### src/rtl/echo_ranger_if.sv
// echo_ranger_if: sensor-side and result-side signals of the ranging engine.
interface echo_ranger_if #(
    parameter int WIDTH = 16
);
    logic             ENABLE;
    logic             CONT;
    logic             ECHO;
    logic             pulse;
    logic [WIDTH-1:0] count;
    logic             calculate;
    logic             busy;
    logic             timeout;
    logic             overflow;

    modport slave (
        input  ENABLE, CONT, ECHO,
        output pulse, count, calculate, busy, timeout, overflow
    );

    modport master (
        output ENABLE, CONT, ECHO,
        input  pulse, count, calculate, busy, timeout, overflow
    );
endinterface

### src/rtl/echo_ranger.sv
// echo_ranger: ultrasonic ranging engine -- trigger pulse, echo-edge wait with timeout,
// saturating echo-width measurement and recovery hold-off, single-shot or continuous.
module echo_ranger #(
    parameter int WIDTH          = 16,
    parameter int TRIG_CYCLES    = 10,
    parameter int TIMEOUT_CYCLES = 1000,
    parameter int HOLDOFF_CYCLES = 50
) (
    input  logic         CLKOUT,
    input  logic         reset,
    echo_ranger_if.slave bus
);
    localparam int M1   = (TRIG_CYCLES > TIMEOUT_CYCLES) ? TRIG_CYCLES : TIMEOUT_CYCLES;
    localparam int MAXC = (M1 > HOLDOFF_CYCLES) ? M1 : HOLDOFF_CYCLES;
    localparam int CW   = $clog2(MAXC) + 1;
    localparam logic [WIDTH-1:0] ONES = '1;

    typedef enum logic [2:0] {IDLE, TRIG, WAIT_ECHO, MEASURE, HOLDOFF} state_t;

    state_t           state_q, state_d;
    logic [CW-1:0]    cnt_q, cnt_d;
    logic [WIDTH-1:0] width_q, width_d, count_q, count_d;
    logic [1:0]       sync_q;
    logic             echo_prev_q;
    logic             pulse_q, pulse_d, calc_q, calc_d;
    logic             timeout_q, timeout_d, overflow_q, overflow_d;
    logic             echo_s, rise, sat, fin_to, fin_ms;

    assign echo_s = sync_q[1];
    assign rise   = echo_s && !echo_prev_q;
    // Saturate one step early so the counter lands on all-ones and never wraps.
    assign sat    = width_q >= ONES - 1'b1;

    always_ff @(posedge CLKOUT or negedge reset) begin
        if (!reset) begin
            state_q     <= IDLE;
            cnt_q       <= '0;
            width_q     <= '0;
            sync_q      <= '0;
            echo_prev_q <= 1'b0;
            pulse_q     <= 1'b0;
            calc_q      <= 1'b0;
            count_q     <= '0;
            timeout_q   <= 1'b0;
            overflow_q  <= 1'b0;
        end else begin
            state_q     <= state_d;
            cnt_q       <= cnt_d;
            width_q     <= width_d;
            sync_q      <= {sync_q[0], bus.ECHO};
            echo_prev_q <= echo_s;
            pulse_q     <= pulse_d;
            calc_q      <= calc_d;
            count_q     <= count_d;
            timeout_q   <= timeout_d;
            overflow_q  <= overflow_d;
        end
    end

    always_comb begin
        state_d = state_q;
        width_d = width_q;
        case (state_q)
            IDLE:      state_d = (bus.ENABLE || bus.CONT) ? TRIG : IDLE;
            TRIG:      state_d = (cnt_q == CW'(TRIG_CYCLES - 1)) ? WAIT_ECHO : TRIG;
            WAIT_ECHO: begin
                state_d = rise ? MEASURE : (cnt_q == CW'(TIMEOUT_CYCLES - 1)) ? HOLDOFF : WAIT_ECHO;
                width_d = WIDTH'(1);
            end
            MEASURE:   begin
                state_d = (!echo_s || sat) ? HOLDOFF : MEASURE;
                width_d = sat ? ONES : width_q + 1'b1;
            end
            HOLDOFF:   state_d = (cnt_q == CW'(HOLDOFF_CYCLES)) ? (bus.CONT ? TRIG : IDLE) : HOLDOFF;
            default:   state_d = IDLE;
        endcase
        cnt_d = (state_d != state_q) ? '0 : cnt_q + 1'b1;
    end

    always_comb begin
        fin_to     = (state_q == WAIT_ECHO) && (state_d == HOLDOFF);
        fin_ms     = (state_q == MEASURE) && (state_d == HOLDOFF);
        calc_d     = fin_to || fin_ms;
        pulse_d    = state_d == TRIG;
        count_d    = fin_to ? '0 : fin_ms ? (echo_s ? ONES : width_q) : count_q;
        timeout_d  = calc_d ? fin_to : timeout_q;
        overflow_d = calc_d ? (fin_ms && echo_s) : overflow_q;
    end

    assign bus.pulse     = pulse_q;
    assign bus.calculate = calc_q;
    assign bus.count     = count_q;
    assign bus.timeout   = timeout_q;
    assign bus.overflow  = overflow_q;
    assign bus.busy      = state_q != IDLE;
endmodule

### src/flat_wrapper.sv
// flat-port wrapper written by rule: the top's interface ports become plain ports
module echo_ranger_flat 
#(
    parameter int WIDTH          = 16,
    parameter int TRIG_CYCLES    = 10,
    parameter int TIMEOUT_CYCLES = 1000,
    parameter int HOLDOFF_CYCLES = 50
)
  (CLKOUT, reset, bus_ENABLE, bus_CONT, bus_ECHO, bus_pulse, bus_count, bus_calculate, bus_busy, bus_timeout, bus_overflow);
  echo_ranger_if #(.WIDTH(WIDTH)) bus_i ();
  input  logic CLKOUT;
  input  logic reset;
  input wire logic [$bits(bus_i.ENABLE)-1:0] bus_ENABLE;
  input wire logic [$bits(bus_i.CONT)-1:0] bus_CONT;
  input wire logic [$bits(bus_i.ECHO)-1:0] bus_ECHO;
  output wire logic [$bits(bus_i.pulse)-1:0] bus_pulse;
  output wire logic [$bits(bus_i.count)-1:0] bus_count;
  output wire logic [$bits(bus_i.calculate)-1:0] bus_calculate;
  output wire logic [$bits(bus_i.busy)-1:0] bus_busy;
  output wire logic [$bits(bus_i.timeout)-1:0] bus_timeout;
  output wire logic [$bits(bus_i.overflow)-1:0] bus_overflow;
  assign bus_i.ENABLE = bus_ENABLE;
  assign bus_i.CONT = bus_CONT;
  assign bus_i.ECHO = bus_ECHO;
  assign bus_pulse = bus_i.pulse;
  assign bus_count = bus_i.count;
  assign bus_calculate = bus_i.calculate;
  assign bus_busy = bus_i.busy;
  assign bus_timeout = bus_i.timeout;
  assign bus_overflow = bus_i.overflow;
  echo_ranger #(.WIDTH(WIDTH), .TRIG_CYCLES(TRIG_CYCLES), .TIMEOUT_CYCLES(TIMEOUT_CYCLES), .HOLDOFF_CYCLES(HOLDOFF_CYCLES)) u_core (.CLKOUT(CLKOUT), .reset(reset), .bus(bus_i));
endmodule
### config.mk
export PLATFORM = sky130hd
export DESIGN_NAME = echo_ranger_flat
export DESIGN_NICKNAME = d
export VERILOG_FILES = /design/src/rtl/echo_ranger_if.sv /design/src/rtl/echo_ranger.sv /design/src/flat_wrapper.sv
export SDC_FILE = /design/constraint.sdc
export NUM_CORES = 1
export LEC_CHECK = 0
export CAP_MARGIN = 20
export CORE_ASPECT_RATIO = 1.75
export CORE_MARGIN = 1.5
export CORE_UTILIZATION = 59
export CTS_BUF_LIST = sky130_fd_sc_hd__clkbuf_2 sky130_fd_sc_hd__clkbuf_4 sky130_fd_sc_hd__clkbuf_8
export CTS_CLUSTER_DIAMETER = 40
export CTS_CLUSTER_SIZE = 12
export DETAILED_ROUTE_END_ITERATION = 12
export GPL_ROUTABILITY_DRIVEN = 0
export PLACE_DENSITY = 0.83
export SYNTH_ARGS = -nofsm -noshare
export SYNTH_HDL_FRONTEND = slang
export SYNTH_SLANG_ARGS = --single-unit
### constraint.sdc
create_clock -name CLKOUT -period 2.6 [get_ports CLKOUT]
set_input_delay 0.78 -clock CLKOUT [delete_from_list [all_inputs] [get_ports CLKOUT]]
set_output_delay 0.78 -clock CLKOUT [all_outputs]
set_load 0.02 [all_outputs]
Word-level counts from Yosys, hierarchy flattened

Cells that the tools add are included.

Shifts and indexed selects: 0
Bitwise gates (word level): 0
Equal/unequal tests: 10
Add/sub/neg operators: 2
Div/mod/pow operators: 0
Muxes and demuxes: 14
Magnitude comparators: 1
Reduce and logical (&&, ||, !) cells: 13
Multiply operators: 0

Operators by type and width:

| cell                                            | count |
|---|---|
| 2-to-1 mux 16 bit                               | 4 |
| one-hot mux 16 bit (2 select lines)             | 1 |
| adder 16 x 1 -> 16 bit, second input constant   | 1 |
| >= comparator 16 bit, second input constant     | 1 |
| one-hot mux 3 bit (5 select lines)              | 1 |
| 2-to-1 mux 3 bit                                | 4 |
| adder 11 x 1 -> 11 bit, second input constant   | 1 |
| == test 11 x 10 -> 1 bit, second input constant | 1 |
| == test 11 x 4 -> 1 bit, second input constant  | 1 |
| == test 11 x 6 -> 1 bit, second input constant  | 1 |
| 2-to-1 mux 11 bit                               | 1 |
| == test 3 x 1 -> 1 bit, second input constant   | 2 |
| == test 3 x 2 -> 1 bit, second input constant   | 2 |
| == test 3 bit, second input constant            | 2 |
| logical AND 1 bit                               | 4 |
| nonzero test 2 bit                              | 2 |
| logical NOT 3 bit                               | 1 |
| logical OR 1 bit                                | 3 |
| != test 3 bit                                   | 1 |
| nonzero test 3 bit                              | 1 |
| logical NOT 1 bit                               | 2 |
| 2-to-1 mux 1 bit                                | 2 |
| 2-to-1 mux 2 bit                                | 1 |

RAM bits: 0
Latch bits: 0
Logic and storage cells: 50
Flip-flop bits (word level): 53
Memories kept: 0
Output and inout bits: 21
Bits in read-only memories: 0
Input port bits: 5

Logic depth before layout (Yosys ltp)

Word-level depth: 8
Depth in mapped cells: 9
Depth with buffers taken out: 7

Least setup slack after synthesis

No wires, ideal clock.

Path type: register to register
From: register u_core.width_q[0]
To: register u_core.cnt_q[2]
Period minus slack after synthesis: 2.178 ns
Stages on the path, launching flop included: 9
Path buffers: 1
Slack: 0.422 ns
Library setup time: 0.137 ns
Data arrival time: 2.041 ns
Required time: 2.463 ns
Path through: dfrtp_1 -> inv_1 -> ha_1 -> o211ai_1 -> or4_4 -> buf_6 -> and3_4 -> o311ai_4 -> nor2_1

Word-level cells in the longest chain between the ends: 6

Ends and longest elaborated chain:

| element                            | RTL line          | text |
|---|---|---|
| start: declaration                 | echo_ranger.sv:22 | `logic [WIDTH-1:0] width_q, width_d, count_q, count_d;` |
| start signal: assignment           | echo_ranger.sv:49 | `width_q <= width_d;` |
| >= comparator 16 bit               | echo_ranger.sv:32 | `assign sat = width_q >= ONES - 1'b1;` |
| logical OR 1 bit                   | echo_ranger.sv:71 | `state_d = (!echo_s \|\| sat) ? HOLDOFF : MEASURE;` |
| 2-to-1 mux 3 bit                   | echo_ranger.sv:71 |  |
| one-hot mux 3 bit (5 select lines) | echo_ranger.sv:63 | `case (state_q)` |
| != test 3 bit                      | echo_ranger.sv:77 | `cnt_d = (state_d != state_q) ? '0 : cnt_q + 1'b1;` |
| 2-to-1 mux 11 bit                  | echo_ranger.sv:77 |  |
| via u_core.cnt_d[2]                | echo_ranger.sv:21 | `logic [CW-1:0] cnt_q, cnt_d;` |
| end signal: assignment             | echo_ranger.sv:48 | `cnt_q <= cnt_d;` |
| end: declaration                   | echo_ranger.sv:21 |  |

The timed path passes the listed nets, and every way through them passes these cells.
A chain may end at the register's enable or synchronous reset.

Worst setup path after layout

From: register u_core.state_q[2]
To: output bus_busy

Word-level cells in the longest chain between the ends: 1

Ends and longest elaborated chain:

| element                  | RTL line           | text |
|---|---|---|
| start: declaration       | echo_ranger.sv:20  | `state_t state_q, state_d;` |
| start signal: assignment | echo_ranger.sv:47  | `state_q <= state_d;` |
| nonzero test 3 bit       | echo_ranger.sv:95  | `assign bus.busy = state_q != IDLE;` |
| end: declaration         | flat_wrapper.sv:19 | `output wire logic [$bits(bus_i.busy)-1:0] bus_busy;` |

No other way between the ends.

==> metrics <==
status=complete, no violations; CP Data Arrival Time=1.73 ns; worst reg2reg setup slack=0.28 ns; Synth Area per Inst=between 9 and 10 sq um; IO Pins=26; area grow syn2layout=14.78%; max_slew headroom=41.20%; period utilization=96.66%; Placement Rows=32; Final Critical Period=2.513 ns; total gr overflow=0; global-route wire length before repair=about 9500 microns; pwr dens=927.3 mW/mm^2; Startpoint Class=flop; max cap viols=0; worst hold endpoint=u_core.sync_q[1]; Max FO, Critical Path=9; postcts setup bufs=0; CTS tree=yes; most frequent cells in the layout=dfrtp_1, nor2_1, a21oi_1, clkdlybuf4s50_1, nand2_1; first-iteration detailed-routing DRC count=90; Async SR Flop Fraction=100.0%; Post-synth EDFFs=0; main flop type after synthesis=dfrtp_1; DRC Markers=0; met2 routed WL=a little over 3000 microns; Post-Place Worst Slack=0.2298 ns; full die area=0.005023 sq mm; Hold Buf Count CTS=0; Hold Path Class=reg -> reg; share of post-route cells with drive strength above 1=between 9 and 10%; Vias=between 2000 and 2500; Final ANT Viol Nets=0; commonest non-fill, non-tap cell in the layout=dfrtp_1; placed insts=355; yosys warns=0; fin cells=363; Max VDD drop=0.0008080 V; routed wl met3=192 microns; Seq cells post-synth=53; P_leak=1.354 nW; Final HPWL DP=4117 microns; Crit Path Class=reg -> out; final setup violation count=0; post-detailed-route wirelength per cell=roughly 16 microns; nets=321; GRT Util Overall=about 26%; Worst R2R Start=u_core.width_q[0]; Fin Setup TNS=0 ns; hold wc startpoint=u_core.sync_q[0]; Max Used Layer=met4; CTS clk-pin slew, worst paths=0.09 ns; end of the worst register-to-register path=u_core.cnt_q[2]; # diodes=0; drt first pass iters=4; Layout fillers=roughly 360; M1 WL=2287 microns; final WL=5731 microns; initial core utilization=about three fifths; fin. max-slew vios=0; worst endpoint required time=1.82 ns; core area=0.004404 sq mm; clock root cell=clkbuf_8; post-synthesis instance area=0.002709 sq mm; final worst setup slack=0.08692 ns; RSZ-0062 raised after global routing=no; worst clock skew=~0.0045 ns; die height=92.64 microns; worst-margin pin slew=a little under 0.9 ns; sequential area share after synthesis=between 40% and 50%; CTS Buf Count=5; Vias/cell=between 6 and 7; syn nets=297; Worst-Skew Late Latency=around 0.3 ns; Gates resized, CTS repair=0; Reg2Reg Depth=7; Port Buf Inserts=25; Die W=roughly 54 microns; initial antenna violation count=0; Syn Inst Count=287; final core occ=70.60%; Crit. End Element=output pin; CTS max path bufs=2; vias in the first global route=between 2000 and 2500; count of final hold-check violations=0; Netlist cell types=48; pin count of the biggest net entering global routing=28; H-tree depth=2; Hold Path Depth=0; clock sink count=53; FMAX=~0.40 GHz
cell type report:
type | count | area (sq um) | area share [%]
clock buffers | 5 | 68.82 | 2.213
clock inverters | 3 | 17.52 | 0.5634
inverters | 11 | 41.29 | 1.328
multi-input cells | 206 | 1266 | 40.72
flip-flops and latches | 53 | 1326 | 42.66
well taps | 51 | 63.81 | 2.052
repair buffers | 34 | 325.3 | 10.46
worst max path at each step:
stage                 startpoint               to  slack, ns  cells after the start
6_report       u_core.state_q[2]         bus_busy       0.09                      2
5_1_grt        u_core.state_q[2]         bus_busy      0.003                      2
4_1_cts        u_core.state_q[2]         bus_busy       0.08                      2
3_5_place_dp            bus_CONT  u_core.cnt_q[1]       0.23                      6
3_3_place_gp            bus_CONT  u_core.cnt_q[4]       0.31                      6
2_1_floorplan  u_core.width_q[0]  u_core.cnt_q[2]       0.42                      8
registers in the layout, summed over array words and instances, names as in the netlist, 2 cells and up:
name / count
u_core.state_q: 3
u_core.cnt_q: 11
u_core.width_q: 16
u_core.bus.count: 16
u_core.sync_q: 2
cell usage after synthesis (2+ instances only):
cell type	n	share of area, %
and4_1	2	0.65
clkbuf_1	13	1.8
ha_1	5	2.3
or3_1	2	0.46
nor2_1	44	6.1
nand4_2	2	0.92
and3_1	4	0.92
or4_1	2	0.55
nor3_1	3	0.55
o2bb2ai_1	15	4.9
xor2_1	6	1.9
and4b_1	2	0.74
inv_1	11	1.5
a2bb2oi_1	3	0.97
buf_2	3	0.55
a21oi_1	24	4.4
nor2b_1	2	0.46
dfrtp_1	53	49
nand3_1	16	3.0
nand2b_1	4	0.92
a31oi_1	2	0.46
or2_2	2	0.46
o21ai_0	15	2.8
a22o_1	2	0.65
nand2_1	17	2.4
o211ai_1	3	0.83
nand4_1	6	1.4
xnor2_1	3	0.97
or3b_2	2	0.65
critical path, stage by stage, from the launching register on:
cell	delay [ns]
dfrtp_1	0.47
or3_1	0.41
clkdlybuf4s50_1	0.55
where the power goes:
group	switching (mW)	total (mW)	internal, mW
sequential	0.194	1.23	1.04
clock	0.260	0.446	0.186
combinational	0.644	1.21	0.563
metrics by stage:
stage | area (sq um) | hold WS (ns) | power [mW]
floorplan | 2709 | 0.3312 | 1.973
global placement | 3023 | 0.3337 | 2.429
detailed placement | 3023 | 0.3371 | 2.460
CTS | 3109 | 0.3578 | 2.916
global route | 3109 | 0.3653 | 3.071
finish | 3109 | 0.3547 | 2.883
cells by family (layout without fill, tap and decap cells):
family	Yosys count	in the layout	share of synthesized area, %
compound gates	76	76	19.22
fa+ha+maj	5	5	2.309
xor+xnor	9	9	2.910
buf+inv	28	53	4.296
flops	53	53	48.96
simple gates	116	116	22.31
routing by layer:
metal / track usage, % / vias up
met3: 3.548 / 16
met5: 0 / -
met4: 11.67 / 0
met1: 32.12 / 1078
li1: - / 1073
met2: 41.97 / 60
Note: power is estimated with default switching activity, not from simulation.
